<file path="src/rtl/vmem_rect_fill.sv">
// Rectangle-fill engine: CPU-programmed corners/colour, one pixel per cycle into the frame-buffer write port.
// Optional build macro VFILL_CLIP_EN clamps the far corner to SCREEN_MAX and rejects off-screen origins.
module vmem_rect_fill #(
  parameter int unsigned SCREEN_MAX = 239
) (
  input  logic        clk_i,
  input  logic        rst_i,
  input  logic        reg_we_i,
  input  logic [3:0]  reg_addr_i,
  input  logic [31:0] reg_wdata_i,
  output logic [31:0] reg_rdata_o,
  input  logic        cpu_vmem_we_i,
  output logic        vmem_we_o,
  output logic [15:0] vmem_addr_o,
  output logic [2:0]  vmem_wdata_o,
  output logic        busy_o
);

`ifdef VFILL_CLIP_EN
  localparam bit CLIP_EN = 1'b1;
`else
  localparam bit CLIP_EN = 1'b0;
`endif
  localparam logic [7:0] CLIP_MAX = 8'(SCREEN_MAX);

  localparam logic [3:0] ADDR_CTRL  = 4'h0;
  localparam logic [3:0] ADDR_P0    = 4'h4;
  localparam logic [3:0] ADDR_P1    = 4'h8;
  localparam logic [3:0] ADDR_COLOR = 4'hC;

  typedef enum logic {IDLE, FILL} state_t;
  state_t state_q, state_d;

  logic [15:0] p0_q, p1_q;
  logic [2:0]  color_q;
  logic [7:0]  cur_x_q, cur_y_q;
  logic [7:0]  lim_x_q, lim_y_q;
  logic        done_q, err_q;

  logic        ctrl_wr, start_req, abort_req, clear_req;
  logic [7:0]  x0, y0, x1, y1;
  logic [7:0]  lim_x_c, lim_y_c;
  logic        range_ok, last_px, stall;

  logic unused_wdata;
  assign unused_wdata = &{1'b0, reg_wdata_i[31:16]};

  // Control decode; abort in the same write suppresses start.
  assign ctrl_wr   = reg_we_i && (reg_addr_i == ADDR_CTRL);
  assign start_req = ctrl_wr && reg_wdata_i[0] && !reg_wdata_i[1];
  assign abort_req = ctrl_wr && reg_wdata_i[1];
  assign clear_req = ctrl_wr && reg_wdata_i[2];

  assign x0 = p0_q[7:0];
  assign y0 = p0_q[15:8];
  assign x1 = p1_q[7:0];
  assign y1 = p1_q[15:8];

  assign lim_x_c  = (CLIP_EN && (x1 > CLIP_MAX)) ? CLIP_MAX : x1;
  assign lim_y_c  = (CLIP_EN && (y1 > CLIP_MAX)) ? CLIP_MAX : y1;
  assign range_ok = (x0 <= lim_x_c) && (y0 <= lim_y_c) &&
                    !(CLIP_EN && ((x0 > CLIP_MAX) || (y0 > CLIP_MAX)));
  assign last_px  = (cur_x_q == lim_x_q) && (cur_y_q == lim_y_q);
  assign stall    = cpu_vmem_we_i;

  // State register
  always_ff @(posedge clk_i) begin
    if (rst_i) state_q <= IDLE;
    else       state_q <= state_d;
  end

  // Next-state logic
  always_comb begin
    state_d = state_q;
    case (state_q)
      IDLE: if (start_req && range_ok) state_d = FILL;
      FILL: begin
        if (abort_req)             state_d = IDLE;
        else if (!stall && last_px) state_d = IDLE;
      end
      default: state_d = IDLE;
    endcase
  end

  // Output logic; the write strobe drops in the very cycle reset is sampled.
  always_comb begin
    vmem_we_o    = 1'b0;
    busy_o       = 1'b0;
    vmem_addr_o  = {cur_y_q, cur_x_q};
    vmem_wdata_o = color_q;
    if (state_q == FILL) begin
      busy_o    = 1'b1;
      vmem_we_o = !stall && !rst_i;
    end
  end

  // Registers, cursor and status; later assignments give set-over-clear priority.
  always_ff @(posedge clk_i) begin
    if (rst_i) begin
      p0_q        <= 16'h0;
      p1_q        <= 16'h0;
      color_q     <= 3'h0;
      cur_x_q     <= 8'h0;
      cur_y_q     <= 8'h0;
      lim_x_q     <= 8'h0;
      lim_y_q     <= 8'h0;
      done_q      <= 1'b0;
      err_q       <= 1'b0;
      reg_rdata_o <= 32'h0;
    end else begin
      if (reg_we_i && (state_q != FILL)) begin
        if (reg_addr_i == ADDR_P0)    p0_q    <= reg_wdata_i[15:0];
        if (reg_addr_i == ADDR_P1)    p1_q    <= reg_wdata_i[15:0];
        if (reg_addr_i == ADDR_COLOR) color_q <= reg_wdata_i[2:0];
      end

      if (clear_req) begin
        done_q <= 1'b0;
        err_q  <= 1'b0;
      end

      if ((state_q == IDLE) && start_req) begin
        if (range_ok) begin
          cur_x_q <= x0;
          cur_y_q <= y0;
          lim_x_q <= lim_x_c;
          lim_y_q <= lim_y_c;
          done_q  <= 1'b0;
          err_q   <= 1'b0;
        end else begin
          err_q   <= 1'b1;
        end
      end

      if ((state_q == FILL) && !abort_req && !stall) begin
        if (cur_x_q != lim_x_q) begin
          cur_x_q <= cur_x_q + 8'd1;
        end else if (cur_y_q != lim_y_q) begin
          cur_x_q <= x0;
          cur_y_q <= cur_y_q + 8'd1;
        end else begin
          done_q  <= 1'b1;
        end
      end

      case (reg_addr_i)
        ADDR_CTRL:  reg_rdata_o <= {29'h0, err_q, done_q, (state_q == FILL)};
        ADDR_P0:    reg_rdata_o <= {16'h0, p0_q};
        ADDR_P1:    reg_rdata_o <= {16'h0, p1_q};
        ADDR_COLOR: reg_rdata_o <= {29'h0, color_q};
        default:    reg_rdata_o <= 32'h0;
      endcase
    end
  end

endmodule
</file>
<file path="config.mk">
export PLATFORM = sky130hd
export DESIGN_NAME = vmem_rect_fill
export DESIGN_NICKNAME = d
export VERILOG_FILES = /design/src/rtl/vmem_rect_fill.sv
export SDC_FILE = /design/constraint.sdc
export NUM_CORES = 1
export LEC_CHECK = 0
export ABC_AREA = 1
export CORE_ASPECT_RATIO = 1.2
export CORE_MARGIN = 8
export CORE_UTILIZATION = 51
export CTS_BUF_LIST = sky130_fd_sc_hd__clkbuf_8 sky130_fd_sc_hd__clkbuf_16
export CTS_CLUSTER_SIZE = 20
export DETAILED_ROUTE_END_ITERATION = 7
export GPL_ROUTABILITY_DRIVEN = 0
export HOLD_SLACK_MARGIN = 0.03
export PLACE_DENSITY = 0.8
export SLEW_MARGIN = 0
export SYNTH_ARGS = -nofsm -noshare
export SYNTH_HDL_FRONTEND = slang
export SYNTH_SLANG_ARGS = --single-unit
export TNS_END_PERCENT = 10
</file>
<file path="constraint.sdc">
create_clock -name clk_i -period 2.6 [get_ports clk_i]
set_clock_uncertainty 0.15 [all_clocks]
set_input_delay 0.52 -clock clk_i [delete_from_list [all_inputs] [get_ports clk_i]]
set_output_delay 0.52 -clock clk_i [all_outputs]
set_load 0.02 [all_outputs]
</file>
---- Word-level counts from Yosys, hierarchy flattened ----
Cells that the tools add are included.
word-level totals
  RAM bits ................................ 0
  memories kept ........................... 0
  input port bits ......................... 40
  bits in read-only memories .............. 0
  flip-flop bits (word level) ............. 102
  bits in latches ......................... 0
  output and inout port bits .............. 53
  logic and storage cells ................. 73
operators by class
  div/mod/pow operators ................... 0
  multiply operators ...................... 0
  reduce and logical (&&, ||, !) cells .... 24
  bitwise operators ....................... 1
  add/subtract/negate cells ............... 2
  eq/ne operators ......................... 7
  shift-type cells ........................ 0
  multiplexer cells ....................... 26
  magnitude comparators ................... 2
operator list
  operator               count
  $mux W8                10
  $pmux W16 S4           1
  $add A8 B1 Y8 const B  2
  $eq A8 B8 Y1           2
  $le A8 B8 Y1           2
  $ne A8 B8 Y1           2
  $logic_and A1 B1 Y1    14
  $mux W1                14
  $eq A4 B4 Y1 const B   2
  $reduce_and A2 Y1      4
  $eq A4 B3 Y1 const B   1
  $logic_not A1 Y1       4
  $logic_not A4 Y1       1
  $pmux W1 S2            1
  $reduce_bool A2 Y1     1
  $not A1 Y1             1

---- Longest topological paths before layout ----
Gate-level depths: netlist of run 1.
  depth after elaboration ................. 9
  gate-level depth with buffers ........... 17
  depth with buffers taken out ............ 16

---- Worst setup path after synthesis of run 1 ----
Ideal clock, no wire load.
  path kind ............................... input to output
  from .................................... in rst_i
  to ...................................... out vmem_we_o
  data arrival time ....................... 1.233 ns
  path slack .............................. 0.697 ns
  path buffers ............................ 2
  stages .................................. 3
  required time ........................... 1.930 ns
  path through ............................ clkbuf_1 -> clkbuf_1 -> nor2_1
between the ends
  word-level cells in the longest chain between the ends .. 3
ends and longest elaborated chain
  element              line  RTL
  start: declaration   7     input logic rst_i,
  $logic_not A1 Y1     93    vmem_we_o = !stall && !rst_i;
  $logic_and A1 B1 Y1  93
  $mux W1              91    if (state_q == FILL) begin
  end: declaration     13    output logic vmem_we_o,
Every way passes these cells.

---- Final worst setup path of run 1 ----
  from .................................... in cpu_vmem_we_i
  to ...................................... out vmem_we_o
between the ends
  word-level cells in the longest chain between the ends .. 3
ends and longest elaborated chain
  element              line  RTL
  start: declaration   12    input logic cpu_vmem_we_i,
  $logic_not A1 Y1     93
  $logic_and A1 B1 Y1  93
  $mux W1              91
Every way passes these cells.

==> flow_summary.json, run 1 <==
{
  "status": "finished clean",
  "place_hpwl_mm": 8.33,
  "yosysMostFrequentCell": "nand2_1",
  "hold_buffers": 0,
  "max_freq_mhz": 399,
  "period_needed_ns": 2.51,
  "synth_top_area_cell": "dfxtp_1",
  "drt-pass1-iter-count": 5,
  "synth_top_flop_cell": "dfxtp_1",
  "cts_tree": "built",
  "slowest_delay_ns": 0.63,
  "final_antenna_net_count": 0,
  "port_buffers": 60,
  "cp-end-kind": "output pin",
  "synthMuxAreaShare": 0,
  "powerDensity_mw_per_mm2": 486,
  "grt_overflow_total": 0,
  "crit_arrival_ns": 1.84,
  "required_ns": 1.93,
  "drcViolationCount": 0,
  "crit_chain": "clkdlybuf4s50_1 > inv_1 > nand2_1 > nor2_1 > clkdlybuf4s50_1",
  "worstSetupPathType": "in -> out",
  "vias": 4160,
  "synth_top_family_by_area": "simple AND/OR/NAND/NOR gates",
  "yosys.area_share.simple": 0.228,
  "fin_nets": 723,
  "worstReg2RegStart": "p1_q[9]$_SDFFE_PP0P_",
  "final.setup.tns_ns": 0,
  "grt_max_degree": 38,
  "area_growth_pct": 19.9,
  "cts_resized": 0,
  "core_area_mm2": 0.00852,
  "clock-root-buffer": "clkbuf_8",
  "synth_fa_ha_area_frac": 0.0506,
  "cp-start-kind": "input port",
  "use_met1": 0.237,
  "postSynthCellCount": 607,
  "synthesis.yosys.warnings": 0,
  "postSynthAreaPerCell_um2": 7.34,
  "clkTransAtPathRegs_ns": 0.08,
  "rsz0062_at_grt": "false",
  "r2r_end": "lim_y_q[4]$_SDFFE_PP0P_",
  "ys_seq_area_frac": 0.387,
  "crit_family": "buffers and inverters",
  "utilization": 0.627,
  "post-route-period-util": 0.964,
  "vias_per_cell": 5.29,
  "drt_iter0_drc": 242,
  "grt_pass1_vias": 4040,
  "synth_xor_area_frac": 0.0413,
  "cts_made_buffers": 9,
  "synth_compound_area_frac": 0.172,
  "worstSkewPairLatency_ns": 0.37,
  "hold_start": "p1_q[10]$_SDFFE_PP0P_",
  "ir_worst_vdd_v": 0.000371,
  "finalMaxSlewViolations": 0,
  "drive_above_1_share": 0.0716,
  "critPathSlowestCell": "clkdlybuf4s50_1",
  "min_to": "reg_rdata_o[10]$_SDFF_PP0_",
  "antenna_found_initial": 0,
  "cap_violations": 0,
  "synthTopCellsByArea": "dfxtp_1 39%, nand2_1 9.6%, a21oi_1 8.8%",
  "grtUsageTotal": 0.193,
  "hold_depth": 2,
  "async_flop_share": 0,
  "hold_viol_final": 0,
  "synth_common_cells": "114 x nand2_1, 86 x dfxtp_1, 78 x a21oi_1",
  "die_x_um": 101,
  "path_buf_inv": 3,
  "die-area_mm2": 0.0120,
  "cts.sinks": 86,
  "cts_setup_buffers": 0,
  "reg2reg_slack_ns": 0.46,
  "start_util": 0.523,
  "synth_top_area_frac": 0.387,
  "synthDistinctLibCells": 35,
  "drt-wirelength-per-cell_um": 14.4,
  "grt.met3_usage": 0.0393,
  "clock_path_buffers": 2,
  "syn_area_mm2": 0.00445,
  "leakagePower_uw": 0.00222,
  "antenna_cells": 0,
  "crit_fanout": 2,
  "top_usage_layer": "met2",
  "synth-seq-cells": 86,
  "h-tree-depth": 3,
  "path_common_cell": "clkdlybuf4s50_1",
  "grt.met2_usage": 0.310,
  "hold_class": "reg -> reg",
  "wl_mm": 11.4,
  "setup_viol": 0,
  "grt_pass1_wl_mm": 18.9,
  "rows": 37,
  "die_y_um": 118,
  "io_pins": 93,
  "reg2reg_depth": 13,
  "synth-edff-count": 0
}
-- registers in the layout, summed over array words and instances, names as in the netlist, 3 cells and up --
register,flops
cur_x_q,8
cur_y_q,8
lim_x_q,8
lim_y_q,8
p0_q,16
p1_q,16
reg_rdata_o,16
vmem_wdata_o,3
-- area by class of cell --
cell class,instances,area (um^2)
tap,117,146
sequential,86,1720
inverter,70,263
fill,761,3180
clock buffer,11,151
timing repair buffer,77,753
clock inverter,5,57.6
multi-input combinational,421,2250
-- routing by layer --
layer  wire length, um  vias up
met4               252        0
met5                 0        -
met2              5390      153
met1              4960     1917
li1                  -     2069
met3               767       21
-- tightest hold or removal path, cell delays in order, from the launching register on --
cell     delay [ns]
dfxtp_1        0.32
nand2_1        0.06
a21oi_1        0.06
-- logic make-up (layout without fill, tap and decap cells) --
group / after synthesis / after routing
AOI/OAI and AO/OA: 144 / 144
xor gates and xnor gates: 21 / 21
adders and majority gates: 18 / 18
buffers and inverters: 115 / 163
DFF: 86 / 86
other: 1 / 16
and+or+nand+nor: 222 / 222
-- power breakdown --
part	total (uW)	internal, uW	switching [uW]	leakage (uW)
Clock	983	494	489	0.0000976
Combinational	269	93.0	176	0.00143
Sequential	1340	1330	11.3	0.000694
-- worst max-delay path by stage --
stage / start / end / slack, ns / cells past startpoint
2_1_floorplan: rst_i / vmem_we_o / 0.70 / 3
3_3_place_gp: cpu_vmem_we_i / vmem_we_o / 0.09 / 5
3_5_place_dp: cpu_vmem_we_i / vmem_we_o / 0.09 / 5
4_1_cts: cpu_vmem_we_i / vmem_we_o / 0.08 / 5
5_1_grt: cpu_vmem_we_i / vmem_we_o / 0.007 / 5
6_report: cpu_vmem_we_i / vmem_we_o / 0.09 / 5
-- metrics by stage --
step | hold slack (ns) | setup slack, ns | instances | total power [uW] | cell area [um^2]
6_report | 0.323 | 0.0927 | 787 | 2590 | 5340
5_1_grt | 0.344 | 0.00735 | 787 | 2690 | 5340
4_1_cts | 0.324 | 0.0833 | 787 | 2600 | 5340
3_5_place_dp | 0.312 | 0.0904 | 771 | 1640 | 5130
3_3_place_gp | 0.304 | 0.0906 | 771 | 1630 | 5130
2_1_floorplan | 0.293 | 0.697 | 622 | 1550 | 4510
-- cells in the final DEF (no fill, tap or decap), types with 3 or more instances in the layout --
cell type / synthesis / layout
nand2_1: 114 / 114
dfxtp_1: 86 / 86
a21oi_1: 78 / 78
inv_1: 68 / 68
clkdlybuf4s50_1: 0 / 60
nor2_1: 45 / 45
o21ai_0: 40 / 40
nand3_1: 35 / 35
xor2_1: 20 / 20
ha_1: 18 / 18
nand4_1: 17 / 17
conb_1: 1 / 16
buf_4: 18 / 15
clkbuf_8: 0 / 11
o21ai_1: 10 / 10
nor2_2: 3 / 3
o22ai_1: 3 / 3
a221oi_1: 3 / 3
a21oi_2: 3 / 3
clkinvlp_4: 0 / 3
No activity file was read; power rests on OpenSTA's default activity.
==> run 2: changes to the inputs <==
--- a/config.mk
+++ b/config.mk
@@ -7,7 +7,6 @@
 export LEC_CHECK = 0
 export ABC_AREA = 1
 export CORE_ASPECT_RATIO = 1.2
-export CORE_MARGIN = 8
 export CORE_UTILIZATION = 51
 export CTS_BUF_LIST = sky130_fd_sc_hd__clkbuf_8 sky130_fd_sc_hd__clkbuf_16
 export CTS_CLUSTER_SIZE = 20
==> flow_summary.json, run 2 (synthesis gave the netlist of run 1 again) <==
{
  "cts_tree": "built",
  "crit_family": "simple AND/OR/NAND/NOR gates",
  "worstSkewPairLatency_ns": 0.36,
  "hold_depth": 2,
  "wl_mm": 10.7,
  "hold_class": "reg -> reg",
  "grt_overflow_total": 0,
  "crit_arrival_ns": 2.38,
  "status": "finished clean",
  "max_freq_mhz": 448,
  "final.setup.tns_ns": 0,
  "grt_max_degree": 38,
  "die-area_mm2": 0.00911,
  "rsz0062_at_grt": "false",
  "drt_iter0_drc": 326,
  "reg2reg_depth": 15,
  "clock_path_buffers": 2,
  "leakagePower_uw": 0.00224,
  "setup_viol": 0,
  "rows": 37,
  "h-tree-depth": 3,
  "die_y_um": 104,
  "worstSetupPathDepth": 15,
  "fillers": 774,
  "dpl_worst_slack_ns": 0.0725,
  "grt_pass1_wl_mm": 18.2,
  "timing.final.ws_setup_ns": 0.367,
  "hold_viol_final": 0,
  "finalMaxSlewViolations": 0,
  "area_growth_pct": 19.0,
  "critPathSlowestCell": "dfxtp_1",
  "drt-pass1-iter-count": 5,
  "port_buffers": 60,
  "vias": 4164,
  "path_buf_inv": 3,
  "powerDensity_mw_per_mm2": 472,
  "cp-endpoint": "cur_y_q[3]$_SDFF_PP0_",
  "place_hpwl_mm": 7.57,
  "fin_nets": 722,
  "vias_per_cell": 5.30,
  "final_antenna_net_count": 0,
  "mostFrequentLayoutCells": "114 x nand2_1, 86 x dfxtp_1, 78 x a21oi_1",
  "ir_worst_vdd_v": 0.000280,
  "grt_pass1_vias": 3932,
  "reg2reg_slack_ns": 0.37,
  "crit_start": "p1_q[9]$_SDFFE_PP0P_",
  "top_regs": "p0_q (16), p1_q (16), reg_rdata_o (16)",
  "crit_chain": "inv_1 > ha_1 > inv_1 > o21bai_1 > nand2_1 > nand2_1 > nand2_1 > nand2_1 > nand2_1 > nand3_4 > buf_4 > nand2_1 > nand3_1 > nand2_1 > nor2_1",
  "crit_fanout": 34,
  "antenna_found_initial": 0,
  "core_area_mm2": 0.00852,
  "post-route-period-util": 0.859,
  "grtUsageTotal": 0.252,
  "io_pins": 93,
  "cts_made_buffers": 9,
  "period_needed_ns": 2.23,
  "cap_violations": 0,
  "power_uw": 2500,
  "cts_setup_buffers": 0,
  "slowest_delay_ns": 0.37,
  "clock-root-buffer": "clkbuf_8",
  "cp-end-kind": "register",
  "worstSetupPathType": "reg -> reg",
  "start_util": 0.523,
  "worstReg2RegStart": "p1_q[9]$_SDFFE_PP0P_",
  "r2r_end": "cur_y_q[3]$_SDFF_PP0_",
  "die_x_um": 87.3,
  "drcViolationCount": 0,
  "antenna_cells": 0,
  "drive_above_1_share": 0.0658,
  "cts.sinks": 86,
  "cp-start-kind": "register",
  "drt-wirelength-per-cell_um": 13.7,
  "clkTransAtPathRegs_ns": 0.09,
  "final_common_cell": "nand2_1",
  "path_common_cell": "nand2_1",
  "required_ns": 2.74
}
run 2: cell count changes in the layout (fill, tap and decap cells not counted):
cell	before	now
clkinvlp_4	3	1
clkdlybuf4s50_1	60	59
clkinv_2	1	2
dlymetal6s2s_1	0	1
inv_1	68	71
clkbuf_8	11	9
buf_12	2	1
run 2: worst min path at each step:
| stage | start | end |
|---|---|---|
| 3_3_place_gp | lim_y_q[5]$_SDFFE_PP0P_ | lim_y_q[5]$_SDFFE_PP0P_ |
| 2_1_floorplan | lim_x_q[5]$_SDFFE_PP0P_ | lim_x_q[5]$_SDFFE_PP0P_ |
| 6_report | lim_y_q[5]$_SDFFE_PP0P_ | lim_y_q[5]$_SDFFE_PP0P_ |
| 3_5_place_dp | p1_q[11]$_SDFFE_PP0P_ | reg_rdata_o[11]$_SDFF_PP0_ |
| 4_1_cts | lim_y_q[5]$_SDFFE_PP0P_ | lim_y_q[5]$_SDFFE_PP0P_ |
| 5_1_grt | lim_x_q[5]$_SDFFE_PP0P_ | lim_x_q[5]$_SDFFE_PP0P_ |
run 2: power by group:
group          switching (uW)  internal, uW  leakage [uW]
registers                11.4          1330      0.000694
clock network             464           431      0.000103
logic                     174          92.8       0.00144
total                     650          1850       0.00224
run 2: final cells by class:
| cell class | count | area (um^2) | area share |
|---|---|---|---|
| well taps | 117 | 146 | 0.0276 |
| repair buffers | 76 | 736 | 0.139 |
| clock buffers | 9 | 124 | 0.0234 |
| flip-flops and latches | 86 | 1720 | 0.325 |
| clock inverters | 7 | 58.8 | 0.0111 |
| multi-input cells | 421 | 2250 | 0.425 |
| inverters | 70 | 263 | 0.0496 |
run 2: stage by stage:
stage / hold WS [ns] / std cells / util / instance area (um^2)
finish: 0.322 / 786 / 0.622 / 5300
global route: 0.349 / 786 / 0.622 / 5300
CTS: 0.325 / 786 / 0.622 / 5300
detailed placement: 0.307 / 770 / 0.600 / 5110
global placement: 0.303 / 770 / 0.600 / 5110
floorplan: 0.293 / 622 / - / 4510
run 2: worst register-to-register path: stages (launching register included):
cell and delay (ns):
dfxtp_1 0.37, inv_1 0.07, ha_1 0.29, inv_1 0.04
o21bai_1 0.14, nand2_1 0.08, nand2_1 0.06, nand2_1 0.05
nand2_1 0.05, nand2_1 0.11, nand3_4 0.09, buf_4 0.34
nand2_1 0.10, nand3_1 0.09, nand2_1 0.06, nor2_1 0.09
run 2: layer usage:
metal | share of wire | up-vias | track usage
li1 | - | 2082 | -
met3 | 0.059 | 13 | 0.0595
met2 | 0.47 | 169 | 0.387
met1 | 0.45 | 1900 | 0.338
met4 | 0.016 | 0 | 0.103
met5 | 0 | - | 0
run 2: timing repair:
item | 4_1_cts | 5_1_grt
gates resized for setup | 0 | 1
endpoints found under the setup margin | 0 | 1
hold buffers | 0 | 0
==> run 3: changes to the inputs <==
--- a/config.mk
+++ b/config.mk
@@ -6,14 +6,16 @@
 export NUM_CORES = 1
 export LEC_CHECK = 0
 export ABC_AREA = 1
+export CELL_PAD_IN_SITES_DETAIL_PLACEMENT = 0
+export CELL_PAD_IN_SITES_GLOBAL_PLACEMENT = 2
 export CORE_ASPECT_RATIO = 1.2
-export CORE_UTILIZATION = 51
+export CORE_UTILIZATION = 29
 export CTS_BUF_LIST = sky130_fd_sc_hd__clkbuf_8 sky130_fd_sc_hd__clkbuf_16
 export CTS_CLUSTER_SIZE = 20
 export DETAILED_ROUTE_END_ITERATION = 7
 export GPL_ROUTABILITY_DRIVEN = 0
 export HOLD_SLACK_MARGIN = 0.03
-export PLACE_DENSITY = 0.8
+export PLACE_DENSITY = 0.85
 export SLEW_MARGIN = 0
 export SYNTH_ARGS = -nofsm -noshare
 export SYNTH_HDL_FRONTEND = slang
==> constraint.sdc (replaced) <==
create_clock -name clk_i -period 2.6 [get_ports clk_i]
set_clock_uncertainty 0.15 [all_clocks]
set_input_delay 0.26 -clock clk_i [delete_from_list [all_inputs] [get_ports clk_i]]
set_output_delay 0.26 -clock clk_i [all_outputs]
set_load 0.02 [all_outputs]
==> flow_summary.json, run 3 (synthesis gave the netlist of run 1 again) <==
{
  "worstReg2RegStart": "p1_q[7]$_SDFFE_PP0P_",
  "mostFrequentLayoutCells": "114 x nand2_1, 86 x dfxtp_1, 78 x a21oi_1",
  "area_growth_pct": 24.2,
  "drcViolationCount": 0,
  "leakagePower_uw": 0.00227,
  "hold_depth": 2,
  "drt-wirelength-per-cell_um": 14.1,
  "fillers": 1629,
  "wl_mm": 12.4,
  "cts_made_buffers": 9,
  "clock-root-buffer": "clkbuf_16",
  "grtUsageTotal": 0.162,
  "postLayoutCellArea_mm2": 0.00553,
  "die_x_um": 115,
  "clock_path_buffers": 2,
  "required_ns": 2.19,
  "h-tree-depth": 3,
  "min_to": "reg_rdata_o[7]$_SDFF_PP0_",
  "hold_viol_final": 0,
  "post-route-period-util": 0.831,
  "finalMaxSlewViolations": 0,
  "crit_arrival_ns": 1.75,
  "drt_iter0_drc": 237,
  "grt_pass1_vias": 3703,
  "worstSkewPairLatency_ns": 0.34,
  "core_area_mm2": 0.0150,
  "r2r_end": "lim_x_q[5]$_SDFFE_PP0P_",
  "hold_class": "reg -> reg",
  "start_util": 0.297,
  "reg2reg_slack_ns": 0.48,
  "rows": 49,
  "port_buffers": 60,
  "period_needed_ns": 2.16,
  "grt_pass1_wl_mm": 19.5,
  "worstSetupPathType": "reg -> out",
  "final_common_cell": "nand2_1",
  "final.setup.tns_ns": 0,
  "cts_setup_buffers": 0,
  "hold_buffers": 0,
  "antenna_found_initial": 0,
  "cap_violations": 0,
  "crit_fanout": 5,
  "powerDensity_mw_per_mm2": 531,
  "die-area_mm2": 0.0159,
  "hold_start": "p1_q[7]$_SDFFE_PP0P_",
  "die_y_um": 138,
  "place_hpwl_mm": 8.85,
  "max_freq_mhz": 463,
  "antenna_cells": 0,
  "grt_overflow_total": 0,
  "reg2reg_depth": 10,
  "setup_viol": 0,
  "drt-pass1-iter-count": 4,
  "cts.sinks": 86,
  "cp-end-kind": "output pin",
  "status": "finished clean",
  "io_pins": 93,
  "ir_worst_vdd_v": 0.000269,
  "cts_tree": "built",
  "fin_nets": 723,
  "rsz0062_at_grt": "false",
  "cts_resized": 0,
  "drive_above_1_share": 0.0716,
  "cp-start-kind": "register",
  "top_regs": "p0_q (16), p1_q (16), reg_rdata_o (16)",
  "vias_per_cell": 4.65,
  "clkTransAtPathRegs_ns": 0.06,
  "vias": 4062,
  "grt_max_degree": 37,
  "dpl-instance-area_mm2": 0.00523,
  "final_antenna_net_count": 0
}
run 3: final cells by class:
class	count	area, um^2	share of cell area
Clock buffer	10	239	0.0432
Clock inverter	6	61.3	0.0111
Inverter	70	263	0.0475
Multi-Input combinational cell	421	2250	0.407
Sequential cell	86	1720	0.311
Tap cell	204	255	0.0462
Timing Repair Buffer	77	741	0.134
run 3: per-layer routing:
metal	vias up	global-route usage	routed length [um]	part of all wire
met5	-	0	0	0
met4	0	0.0743	266	0.022
met3	18	0.0290	615	0.050
met2	124	0.252	5590	0.45
met1	1840	0.217	5890	0.48
li1	2080	-	-	-
run 3: worst max path at each step:
| stage | from | endpoint | slack (ns) |
|---|---|---|---|
| after global placement | reg_addr_i[1] | cur_y_q[7]$_SDFF_PP0_ | 0.33 |
| after CTS | state_q$_SDFF_PP0_ | vmem_we_o | 0.41 |
| final | state_q$_SDFF_PP0_ | vmem_we_o | 0.44 |
| after floorplan | p1_q[7]$_SDFFE_PP0P_ | done_q$_SDFF_PP0_ | 0.75 |
| after global routing | p1_q[7]$_SDFFE_PP0P_ | cur_y_q[7]$_SDFF_PP0_ | 0.30 |
| after detailed placement | reg_addr_i[1] | cur_y_q[7]$_SDFF_PP0_ | 0.32 |
run 3: metrics by stage:
step / hold slack (ns) / total power (uW) / worst slack [ns] / std cells / util
after global routing: 0.337 / 3050 / 0.299 / 874 / 0.368
final: 0.315 / 2940 / 0.440 / 874 / 0.368
after CTS: 0.316 / 2970 / 0.415 / 874 / 0.368
after floorplan: 0.275 / 1550 / 0.754 / 622 / -
after global placement: 0.304 / 1650 / 0.328 / 858 / 0.348
after detailed placement: 0.306 / 1650 / 0.318 / 858 / 0.348
run 3: worst max-delay path, cell delays in order (launching register included):
cell and delay, ns:
dfxtp_1 0.45, nand2_1 0.22, nor2_1 0.13, clkdlybuf4s50_1 0.61
run 3: report_power, final:
part	total (uW)	internal [uW]	switching (uW)
clock	1320	768	552
combinational	276	93.6	182
sequential	1340	1330	11.2
